## config.mk

```make
export PLATFORM = sky130hd
export DESIGN_NAME = handshake_rr_arbiter_flat
export DESIGN_NICKNAME = d
export VERILOG_FILES = /design/src/rtl/handshake_rr_arbiter_if.sv /design/src/rtl/handshake_rr_arbiter.sv /design/src/flat_wrapper.sv
export SDC_FILE = /design/constraint.sdc
export NUM_CORES = 1
export LEC_CHECK = 0
export CAP_MARGIN = 20
export CORE_MARGIN = 4
export CORE_UTILIZATION = 48
export DETAILED_ROUTE_END_ITERATION = 8
export PLACE_DENSITY = 0.79
export SLEW_MARGIN = 10
export SYNTH_ARGS = -nofsm -noshare
export SYNTH_HDL_FRONTEND = slang
export SYNTH_SLANG_ARGS = --single-unit
```

## constraint.sdc

```tcl
create_clock -name CLK -period 2.9 [get_ports CLK]
set_input_delay 0.58 -clock CLK [delete_from_list [all_inputs] [get_ports CLK]]
set_output_delay 0.58 -clock CLK [all_outputs]
set_load 0.02 [all_outputs]
```

## src/rtl/handshake_rr_arbiter_if.sv

```systemverilog
// Handshake bundle for handshake_rr_arbiter.
// Three upstream ready/valid requesters (req_0..req_2) share one downstream
// ready/valid channel (out_*). out_id carries the index of the winning requester.
//   modport slave  : arbiter side (takes requests, drives the output channel)
//   modport master : environment side (requesters plus downstream sink)
interface handshake_rr_arbiter_if #(
    parameter int WIDTH = 5
);
    logic             req_0_valid;
    logic             req_0_ready;
    logic [WIDTH-1:0] req_0_data;
    logic             req_1_valid;
    logic             req_1_ready;
    logic [WIDTH-1:0] req_1_data;
    logic             req_2_valid;
    logic             req_2_ready;
    logic [WIDTH-1:0] req_2_data;
    logic             out_valid;
    logic             out_ready;
    logic [WIDTH-1:0] out_data;
    logic [1:0]       out_id;

    modport slave (
        input  req_0_valid, req_0_data, req_1_valid, req_1_data,
               req_2_valid, req_2_data, out_ready,
        output req_0_ready, req_1_ready, req_2_ready,
               out_valid, out_data, out_id
    );

    modport master (
        output req_0_valid, req_0_data, req_1_valid, req_1_data,
               req_2_valid, req_2_data, out_ready,
        input  req_0_ready, req_1_ready, req_2_ready,
               out_valid, out_data, out_id
    );
endinterface

```

## src/rtl/handshake_rr_arbiter.sv

```systemverilog
// Round-robin arbiter with optional burst lock, feeding one registered
// output stage. It grants at most one requester per cycle; the winner's
// payload and index appear on the output one cycle after the handshake.
// Ports:
//   CLK          rising-edge clock
//   ASYNCRESETN  asynchronous active-low reset
//   hs           handshake bundle (slave side): req_0..2 in, out_* out
//   rr_ptr       current highest-priority requester index (debug/monitor)
module handshake_rr_arbiter #(
    parameter int WIDTH = 5,
    parameter int BURST = 1
) (
    input  logic                   CLK,
    input  logic                   ASYNCRESETN,
    handshake_rr_arbiter_if.slave  hs,
    output logic [1:0]             rr_ptr
);
    localparam logic [3:0] BURST_CNT = 4'(BURST);

    logic             out_valid_q;
    logic [WIDTH-1:0] out_data_q;
    logic [1:0]       out_id_q;
    logic [1:0]       rr_ptr_q;
    logic [3:0]       burst_cnt;
    logic             lock_valid;
    logic [1:0]       lock_id;
    // Clears asynchronously with reset and sets on the first clock after
    // release, so no ready can be raised while reset is asserted.
    logic             run_q;

    logic [2:0]       valids;
    logic             can_load;
    logic             lock_hold;
    logic             lock_drop;
    logic [1:0]       scan_base;
    logic [1:0]       scan_1;
    logic [1:0]       scan_2;
    logic             sel_any;
    logic [1:0]       sel_id;
    logic [WIDTH-1:0] sel_data;
    logic             fire;
    logic [3:0]       cnt_next;

    function automatic logic [1:0] inc3(input logic [1:0] x);
        return (x == 2'd2) ? 2'd0 : x + 2'd1;
    endfunction

    assign valids   = {hs.req_2_valid, hs.req_1_valid, hs.req_0_valid};
    assign can_load = ~out_valid_q | hs.out_ready;

    assign lock_hold = lock_valid & valids[lock_id];
    // A lock on a requester that went idle is released as soon as the output
    // could take a new transfer; the scan then starts just past it.
    assign lock_drop = lock_valid & ~valids[lock_id] & can_load;
    assign scan_base = lock_drop ? inc3(lock_id) : rr_ptr_q;
    assign scan_1    = inc3(scan_base);
    assign scan_2    = inc3(scan_1);

    always_comb begin
        sel_any = 1'b1;
        sel_id  = scan_base;
        if (lock_hold) begin
            sel_id = lock_id;
        end else if (valids[scan_base]) begin
            sel_id = scan_base;
        end else if (valids[scan_1]) begin
            sel_id = scan_1;
        end else if (valids[scan_2]) begin
            sel_id = scan_2;
        end else begin
            sel_any = 1'b0;
        end
    end

    always_comb begin
        sel_data = '0;
        case (sel_id)
            2'd0:    sel_data = hs.req_0_data;
            2'd1:    sel_data = hs.req_1_data;
            2'd2:    sel_data = hs.req_2_data;
            default: sel_data = '0;
        endcase
    end

    assign fire = run_q & sel_any & can_load;

    assign hs.req_0_ready = fire & (sel_id == 2'd0);
    assign hs.req_1_ready = fire & (sel_id == 2'd1);
    assign hs.req_2_ready = fire & (sel_id == 2'd2);

    assign cnt_next = (lock_valid && lock_id == sel_id) ? burst_cnt + 4'd1 : 4'd1;

    always_ff @(posedge CLK or negedge ASYNCRESETN) begin
        if (!ASYNCRESETN) begin
            out_valid_q <= 1'b0;
            out_data_q  <= '0;
            out_id_q    <= 2'd0;
            rr_ptr_q    <= 2'd0;
            burst_cnt   <= 4'd0;
            lock_valid  <= 1'b0;
            lock_id     <= 2'd0;
            run_q       <= 1'b0;
        end else begin
            run_q <= 1'b1;
            if (can_load) begin
                out_valid_q <= fire;
                if (fire) begin
                    out_data_q <= sel_data;
                    out_id_q   <= sel_id;
                end
            end
            if (fire) begin
                if (cnt_next == BURST_CNT) begin
                    lock_valid <= 1'b0;
                    burst_cnt  <= 4'd0;
                    rr_ptr_q   <= inc3(sel_id);
                end else begin
                    lock_valid <= 1'b1;
                    lock_id    <= sel_id;
                    burst_cnt  <= cnt_next;
                    rr_ptr_q   <= scan_base;
                end
            end else if (lock_drop) begin
                lock_valid <= 1'b0;
                burst_cnt  <= 4'd0;
                rr_ptr_q   <= scan_base;
            end
        end
    end

    assign hs.out_valid = out_valid_q;
    assign hs.out_data  = out_data_q;
    assign hs.out_id    = out_id_q;
    assign rr_ptr       = rr_ptr_q;
endmodule

```

## src/flat_wrapper.sv

```systemverilog
// flat-port wrapper written by rule: the top's interface ports become plain ports
module handshake_rr_arbiter_flat 
#(
    parameter int WIDTH = 5,
    parameter int BURST = 1
)
  (CLK, ASYNCRESETN, rr_ptr, hs_req_0_valid, hs_req_0_data, hs_req_1_valid, hs_req_1_data, hs_req_2_valid, hs_req_2_data, hs_out_ready, hs_req_0_ready, hs_req_1_ready, hs_req_2_ready, hs_out_valid, hs_out_data, hs_out_id);
  handshake_rr_arbiter_if #(.WIDTH(WIDTH)) hs_i ();
  input  logic CLK;
  input  logic ASYNCRESETN;
  output logic [1:0] rr_ptr;
  input wire logic [$bits(hs_i.req_0_valid)-1:0] hs_req_0_valid;
  input wire logic [$bits(hs_i.req_0_data)-1:0] hs_req_0_data;
  input wire logic [$bits(hs_i.req_1_valid)-1:0] hs_req_1_valid;
  input wire logic [$bits(hs_i.req_1_data)-1:0] hs_req_1_data;
  input wire logic [$bits(hs_i.req_2_valid)-1:0] hs_req_2_valid;
  input wire logic [$bits(hs_i.req_2_data)-1:0] hs_req_2_data;
  input wire logic [$bits(hs_i.out_ready)-1:0] hs_out_ready;
  output wire logic [$bits(hs_i.req_0_ready)-1:0] hs_req_0_ready;
  output wire logic [$bits(hs_i.req_1_ready)-1:0] hs_req_1_ready;
  output wire logic [$bits(hs_i.req_2_ready)-1:0] hs_req_2_ready;
  output wire logic [$bits(hs_i.out_valid)-1:0] hs_out_valid;
  output wire logic [$bits(hs_i.out_data)-1:0] hs_out_data;
  output wire logic [$bits(hs_i.out_id)-1:0] hs_out_id;
  assign hs_i.req_0_valid = hs_req_0_valid;
  assign hs_i.req_0_data = hs_req_0_data;
  assign hs_i.req_1_valid = hs_req_1_valid;
  assign hs_i.req_1_data = hs_req_1_data;
  assign hs_i.req_2_valid = hs_req_2_valid;
  assign hs_i.req_2_data = hs_req_2_data;
  assign hs_i.out_ready = hs_out_ready;
  assign hs_req_0_ready = hs_i.req_0_ready;
  assign hs_req_1_ready = hs_i.req_1_ready;
  assign hs_req_2_ready = hs_i.req_2_ready;
  assign hs_out_valid = hs_i.out_valid;
  assign hs_out_data = hs_i.out_data;
  assign hs_out_id = hs_i.out_id;
  handshake_rr_arbiter #(.WIDTH(WIDTH), .BURST(BURST)) u_core (.CLK(CLK), .ASYNCRESETN(ASYNCRESETN), .hs(hs_i), .rr_ptr(rr_ptr));
endmodule
```

==> summary.md, run 1 <==
| Metric | Value |
|---|---|
| Status | `complete, but fails checks` |
| Violated checks | `negative setup slack` |
| Async SR Flop Fraction | `100%` |
| Worst-Margin Slew | `about 0.83 ns` |
| Leakage | `approximately 1.0 nW` |
| Synth Instances | `132` |
| Critical Path Max Stage Delay | `0.47 ns` |
| DRT Pass-1 Iters | `4` |
| FF-to-FF End | `u_core.rr_ptr[0]$_DFFE_PN0P_` |
| Vias/cell | `6.00` |
| GP Congestion | `0.926` |
| Worst r2r src | `u_core.lock_id[0]$_DFFE_PN0P_` |
| Power, Total | `1.17 mW` |
| DR iter-0 viols | `between 100 and 150` |
| Final Skew | `around 0.0017 ns` |
| Combinational share of power | `58.4%` |
| Clock power share | `about 11%` |
| Pin count of the biggest net entering global routing | `19` |
| Area Growth Syn to Fin | `58.6%` |
| Hold WS | `0.485 ns` |
| Primary FF master, synth | `dfrtp_1` |
| Final setup fails | `4` |
| Most frequent cell after synthesis | `dfrtp_1` |
| Sequential Power Share | `30.6%` |
| Initial antenna violation count | `0` |
| Reg2reg path depth | `13` |
| Routed Antenna Nets | `0` |
| Sw Ratio | `38.1%` |
| First-pass GRT wire length | `6420 um` |
| Fmax | `0.320 GHz` |
| Max-Cap Viols | `0` |
| CTS Sinks | `18` |
| GRT Total Usage | `between 20 and 25%` |
| Unrepaired setup endpoints after global routing | `yes` |
| Worst Path Required | `2.32 ns` |
| Final cell area excluding filler cells | `2050 um2` |
| H-tree levels | `1` |
| Cell area after synthesis | `between 1000 and 1500 um2` |
| TritonCTS Buffers | `3` |
| Residual DRC | `0` |
| Die ar. | `3590 um2` |
| Setup crit end kind | `output port` |
| Internal | `around 0.73 mW` |
| Grt ovf | `0` |
| Placed Instance Area | `approximately 1800 um2` |
| Initial Util | `51.3%` |
| Fin nets | `229` |
| WHS Endpoint | `u_core.hs.out_id[0]$_DFFE_PN0P_` |
| Drt total wl | `4150 um` |
| Area contributors post-synth | `dfrtp_1, mux2i_1, o221ai_1, inv_1, nand2_1` |
| Per-cell routed wire length | `17.7 um` |
| Final Max Tran Viols | `0` |
| CTS tree | `done` |
| PortBufs | `33` |
| Period utilisation layout | `108%` |
| Most frequent CP cell | `mux2i_4` |
| Syn avg cell area | `9.81 um2` |
| WHS Path Cells | `1` |
| Ant diodes | `0` |
| Psw | `0.447 mW` |
| DIE HEIGHT | `59.9 um` |
| R2R setup slack | `-0.03 ns` |
| Setup WS post-layout | `-0.230 ns` |
| Hold_sp | `u_core.hs.out_id[0]$_DFFE_PN0P_` |
| CP Launch Type | `register` |
| Synth Register Bits | `18` |
| Cts hold-fix bufs | `0` |
| Crit path cell chain | `mux2i_4, o2111ai_4, mux2i_4, mux2i_2, nand2_1, nor2b_2, and3_4, buf_6` |
| Die width | `59.9 um` |
| Worst-skew pair later-pin latency | `about 0.29 ns` |
| Slew HR | `between 40% and 50%` |
| Sequential area share after synthesis | `approximately a third` |
| Syn. warnings | `0` |
| Site Rows | `18` |
| Fraction of layout cells with a size suffix above 1 | `about two fifths` |
| Crit path time final | `3.13 ns` |
| Clk slew on worst S/H paths | `about 0.10 ns` |
| Distinct cells, synth | `just over 50` |
| CTS Root Cell | `clkbuf_4` |
| Crit path kind | `register to output port` |
| Share of the synthesized area in the top cell type | `34.8%` |
| DP Cell Count | `around 220` |
| Finished Layout Cells | `235` |
| HP Class | `register to register` |
| Core Footprint | `around 2500 um2` |
| Yosys top cell by area | `dfrtp_1` |
| Hpwl dp | `around 2700 um` |
| Synth Net Count | `about 150` |
| Vias in the first global route | `~1,400` |
| Max FO, Critical Path | `5` |
| I/O Pins | `34` |
| Crit-path slowest cell | `dfrtp_2` |
| Worst IR Drop VDD | `0.534 mV` |
| Clk buf depth | `2` |
| CP arrival | `between 2 and 3 ns` |
| Number of synthesized flops with an enable pin | `0` |
| P per Cell Area | `about 570 nW/um2` |
| Commonest cells post-synth | `dfrtp_1, inv_1, nand2_1` |
| Hold Fails Final Rpt | `0` |
| Vias | `1,409` |
## worst max-delay path, delay by kind of cell (launching register included)
family | cells | cell delay, ns
buffers and inverters | 1 | 0.11
DFF | 1 | 0.47
AOI/OAI and AO/OA | 1 | 0.32
and+or+nand+nor | 3 | 0.53
muxes | 3 | 0.81
## logic make-up after synthesis
group	count (synthesis)	synth area share (%)
and+or+nand+nor	44	21.0
AOI/OAI and AO/OA	33	21.5
buffers and inverters	20	9.08
xor gates and xnor gates	1	0.676
muxes	14	11.7
DFF	18	34.8
adders and majority gates	1	0.966
other	1	0.290
## cells in the final DEF, fill, tap and decap left out, types with 2 or more instances in the layout
cell | synthesis | final
o221ai_1 | 5 | 5
a21oi_1 | 3 | 3
nor3_1 | 2 | 2
nor2_1 | 6 | 5
o21ai_0 | 3 | 2
o2111ai_1 | 2 | 2
dfrtp_1 | 18 | 16
nand2b_1 | 4 | 3
dlygate4sd2_1 | 0 | 4
buf_6 | 3 | 5
clkdlybuf4s50_1 | 0 | 26
inv_1 | 11 | 11
and3_1 | 3 | 2
or2b_1 | 2 | 2
nand4b_1 | 2 | 2
nor2b_2 | 1 | 2
mux2i_4 | 0 | 2
a31o_2 | 2 | 2
o31ai_2 | 0 | 2
buf_4 | 1 | 43
mux2i_1 | 10 | 8
mux2_4 | 1 | 2
a31oi_1 | 3 | 3
a22o_1 | 3 | 3
clkbuf_4 | 0 | 3
nand2_1 | 11 | 11
a21o_1 | 3 | 3
dfrtp_2 | 0 | 2
## final cells by class
cell class,count,area (um2)
clock buffer,3,22.5
fill,161,468
inverter,11,41.3
multi-input combinational,94,821
sequential,18,453
tap,30,37.5
timing repair buffer,79,679
## through the flow
step	setup TNS (ns)	utilization (%)	setup WS, ns
finish	-0.645	81.4	-0.230
CTS	-0.323	78.9	-0.110
global placement	-3.73	73.3	-0.824
global route	-1.11	81.4	-0.325
floorplan	0	-	0.0714
detailed placement	-4.84	73.3	-0.877
## worst max-delay path by stage
stage | cells after the start | end | start | slack [ns]
3_5_place_dp | 10 | hs_req_1_ready | hs_req_0_valid | -0.88
6_report | 8 | hs_req_0_ready | u_core.lock_id[0]$_DFFE_PN0P_ | -0.23
2_1_floorplan | 8 | hs_req_0_ready | hs_out_ready | 0.07
4_1_cts | 8 | hs_req_0_ready | u_core.lock_id[0]$_DFFE_PN0P_ | -0.11
3_3_place_gp | 10 | hs_req_1_ready | hs_req_0_valid | -0.82
5_1_grt | 8 | hs_req_0_ready | u_core.lock_id[0]$_DFFE_PN0P_ | -0.33
## power by group through the flow
stage                     Sequential, mW  Clock, mW  Combinational [mW]
after floorplan                    0.419          0               0.225
after global placement             0.356          0               0.554
after detailed placement           0.357          0               0.564
after CTS                          0.356      0.127               0.648
after global routing               0.370      0.137               0.728
final                              0.359      0.128               0.685
## timing repair
item,CTS,global route
setup buffers,9,5
endpoints found under the setup margin,4,10
resized for setup,32,12
pin swaps,4,3
## layer usage
layer / track usage (%) / part of all wire [%]
met2: 41.0 / 49
met3: 5.83 / 9.4
met5: 0 / 0
met4: 9.18 / 3.2
met1: 29.0 / 39
## registers in the layout (all words and copies together) (netlist names)
name,count
u_core.hs.out_data,5
u_core.burst_cnt,4
u_core.hs.out_id,2
u_core.lock_id,2
u_core.rr_ptr,2
u_core.hs.out_valid,1
u_core.lock_valid,1
u_core.run_q,1
Note: power is estimated with default switching activity, not from simulation.
==> run 2: changes to the inputs <==
--- a/config.mk
+++ b/config.mk
@@ -6,7 +6,6 @@
 export NUM_CORES = 1
 export LEC_CHECK = 0
 export CAP_MARGIN = 20
-export CORE_MARGIN = 4
 export CORE_UTILIZATION = 48
 export DETAILED_ROUTE_END_ITERATION = 8
 export PLACE_DENSITY = 0.79
==> run 2 against run 1 <==
  * The flow still finishes with violations (negative setup slack)
  * Critical path depth unchanged
  * Worst hold slack improved by 0.0044 ns
  * Via count increased by 6.4%
  * Register-to-register slack got worse by 0.10 ns
==> summary.md, run 2 (synthesized netlist as in run 1, its figures left out) <==
| Metric | Value |
|---|---|
| Worst-skew pair later-pin latency | `0.32 ns (+0.03 ns)` |
| Hpwl dp | `2790 um (+3.7%)` |
| Fmax | `0.320 GHz (+0.16%)` |
| Worst r2r src | `u_core.lock_id[0]$_DFFE_PN0P_` |
| Unrepaired setup endpoints after global routing | `yes` |
| Fillers | `143 (-11%)` |
| Most frequent cells in the layout | `buf_4, clkdlybuf4s50_1, dfrtp_1` |
| Worst IR Drop VDD | `0.593 mV (+11%)` |
| Fraction of layout cells with a size suffix above 1 | `43.7% (+4.1 points)` |
| Routed Antenna Nets | `0 (unchanged)` |
| Initial antenna violation count | `0 (unchanged)` |
| Vias | `1,499 (+6.4%)` |
| Area Growth Syn to Fin | `65.0%` |
| Status | `complete, but fails checks` |
| Per-cell routed wire length | `20.2 um (+14%)` |
| R2R setup slack | `-0.13 ns (-0.10 ns)` |
| Setup crit end kind | `output port` |
| FF-to-FF End | `u_core.rr_ptr[0]$_DFFE_PN0P_` |
| Worst-Margin Slew | `0.857 ns (+0.0257 ns)` |
| Worst Path Required | `2.32 ns (about the same)` |
| Power, Total | `1.28 mW (+9.3%)` |
| Max FO, Critical Path | `7 (+2)` |
| Reg2reg path depth | `12 (-1)` |
| Hold Fails Final Rpt | `0 (unchanged)` |
| Core Footprint | `2520 um2 (unchanged)` |
| CTS Root Cell | `clkbuf_4` |
| Final Skew | `0.00330 ns (+0.00163 ns)` |
| Leakage | `1.05 nW (+4.5%)` |
| Area occupied by multi-input gates | `831 um2 (+1.2%)` |
| H-tree levels | `1 (unchanged)` |
| Die ar. | `2910 um2 (-19%)` |
| Crit path kind | `register to output port` |
| Residual DRC | `0 (unchanged)` |
| CTS tree | `done` |
| GRT Total Usage | `32.2% (+8.2 points)` |
| First-pass GRT wire length | `6490 um (+0.98%)` |
| Final core occ | `84.7% (+3.3 points)` |
| Crit path cell chain | `mux2i_4, o2111ai_4, mux2i_2, mux2i_1, nand2_1, nor2b_2, and3_4, buf_6` |
| Hold_sp | `u_core.hs.out_id[1]$_DFFE_PN0P_` |
| Number of flip-flops in the largest register | `5 (unchanged)` |
| Final Max Tran Viols | `0 (unchanged)` |
| DR iter-0 viols | `68 (-42%)` |
| Final setup fails | `5 (+1)` |
| Initial Util | `51.3% (unchanged)` |
| DIE HEIGHT | `53.9 um (-10%)` |
| Cts hold-fix bufs | `0 (unchanged)` |
| Drt total wl | `4910 um (+18%)` |
| Grt ovf | `0 (unchanged)` |
| Fin nets | `236 (+3.1%)` |
| HP Class | `register to register` |
| I/O Pins | `34 (unchanged)` |
| CP arrival | `2.54 ns (about the same)` |
| Vias in the first global route | `1,482 (+4.6%)` |
| Setup WS post-layout | `-0.224 ns (+0.00503 ns)` |
| Slew HR | `42.7% (-1.7 points)` |
| Period utilisation layout | `108% (-0.17 points)` |
| Site Rows | `18 (unchanged)` |
| PortBufs | `33 (unchanged)` |
| Crit path time final | `3.12 ns (-0.00503 ns)` |
| Max-Cap Viols | `0 (unchanged)` |
| Vias/cell | `6.17 (+2.9%)` |
| Critical Path Max Stage Delay | `0.46 ns (about the same)` |
| Clk buf depth | `2 (unchanged)` |
| Clk slew on worst S/H paths | `0.11 ns (about the same)` |
| Hold WS | `0.490 ns (+0.00438 ns)` |
| DRT Pass-1 Iters | `4 (unchanged)` |
| WHS Endpoint | `u_core.hs.out_id[1]$_DFFE_PN0P_` |
| Die width | `53.9 um (-10%)` |
| CP Launch Type | `register` |
| Ant diodes | `0 (unchanged)` |
| Reg area | `453 um2 (unchanged)` |
| Commonest non-fill, non-tap cell in the layout | `buf_4` |
| GP Congestion | `0.926 (about the same)` |
| P per Cell Area | `600 nW/um2 (+5.1%)` |
| Violated checks | `negative setup slack` |
| TritonCTS Buffers | `3 (unchanged)` |
| Pin count of the biggest net entering global routing | `19 (unchanged)` |
| Crit-path slowest cell | `dfrtp_2` |
| CTS Sinks | `18 (unchanged)` |
| WHS Path Cells | `2 (+1)` |
-- run 2: per-stage QoR --
stage	cell area, um2	instances	setup WS (ns)	setup TNS (ns)
final	2140	243	-0.224	-0.808
after global routing	2140	243	-0.290	-1.30
after CTS	2090	242	-0.132	-0.388
after detailed placement	1860	223	-0.918	-5.77
after global placement	1860	223	-0.838	-4.02
after floorplan	1290	132	0.0714	0
-- run 2: cell type report --
| type | instances | area share, % |
|---|---|---|
| Timing Repair Buffer | 86 | 34.5 |
| Tap cell | 30 | 1.76 |
| Multi-Input combinational cell | 94 | 38.9 |
| Inverter | 11 | 1.93 |
| Sequential cell | 18 | 21.2 |
| Clock buffer | 4 | 1.70 |
-- run 2: worst max-delay path by stage --
| stage | cells past startpoint | to | startpoint |
|---|---|---|---|
| 4_1_cts | 8 | hs_req_0_ready | u_core.lock_id[0]$_DFFE_PN0P_ |
| 3_3_place_gp | 9 | hs_req_0_ready | hs_req_0_valid |
| 2_1_floorplan | 8 | hs_req_0_ready | hs_out_ready |
| 3_5_place_dp | 9 | hs_req_0_ready | hs_req_1_valid |
| 6_report | 8 | hs_req_0_ready | u_core.lock_id[0]$_DFFE_PN0P_ |
| 5_1_grt | 8 | hs_req_0_ready | u_core.lock_id[0]$_DFFE_PN0P_ |
-- run 2: critical path, delay by kind of cell (launching register included) --
family | cells | cell delay, ns
flip-flops | 1 | 0.46
AO/OA/AOI/OAI | 1 | 0.31
buffers and inverters | 1 | 0.12
AND/OR/NAND/NOR | 3 | 0.53
multiplexers | 3 | 0.81
-- run 2: what timing repair did --
action	in CTS	in global routing
pin swaps	10	8
gates resized for setup	42	11
endpoints found under the setup margin	7	10
hold endpoints to repair	0	0
setup buffers	15	5
cloned	0	0
-- run 2: report_power, final --
group | total, mW | switching (mW) | internal (mW)
Clock | 0.166 | 0.0895 | 0.0769
Combinational | 0.748 | 0.354 | 0.394
Sequential | 0.367 | 0.0606 | 0.307
Total | 1.28 | 0.504 | 0.778
-- run 2: layer usage --
layer	up-vias	GRT usage, %	part of all wire [%]
met3	39	5.93	9.0
li1	645	-	-
met4	0	15.8	6.9
met1	712	34.5	35
met2	103	59.7	49
met5	-	0	0
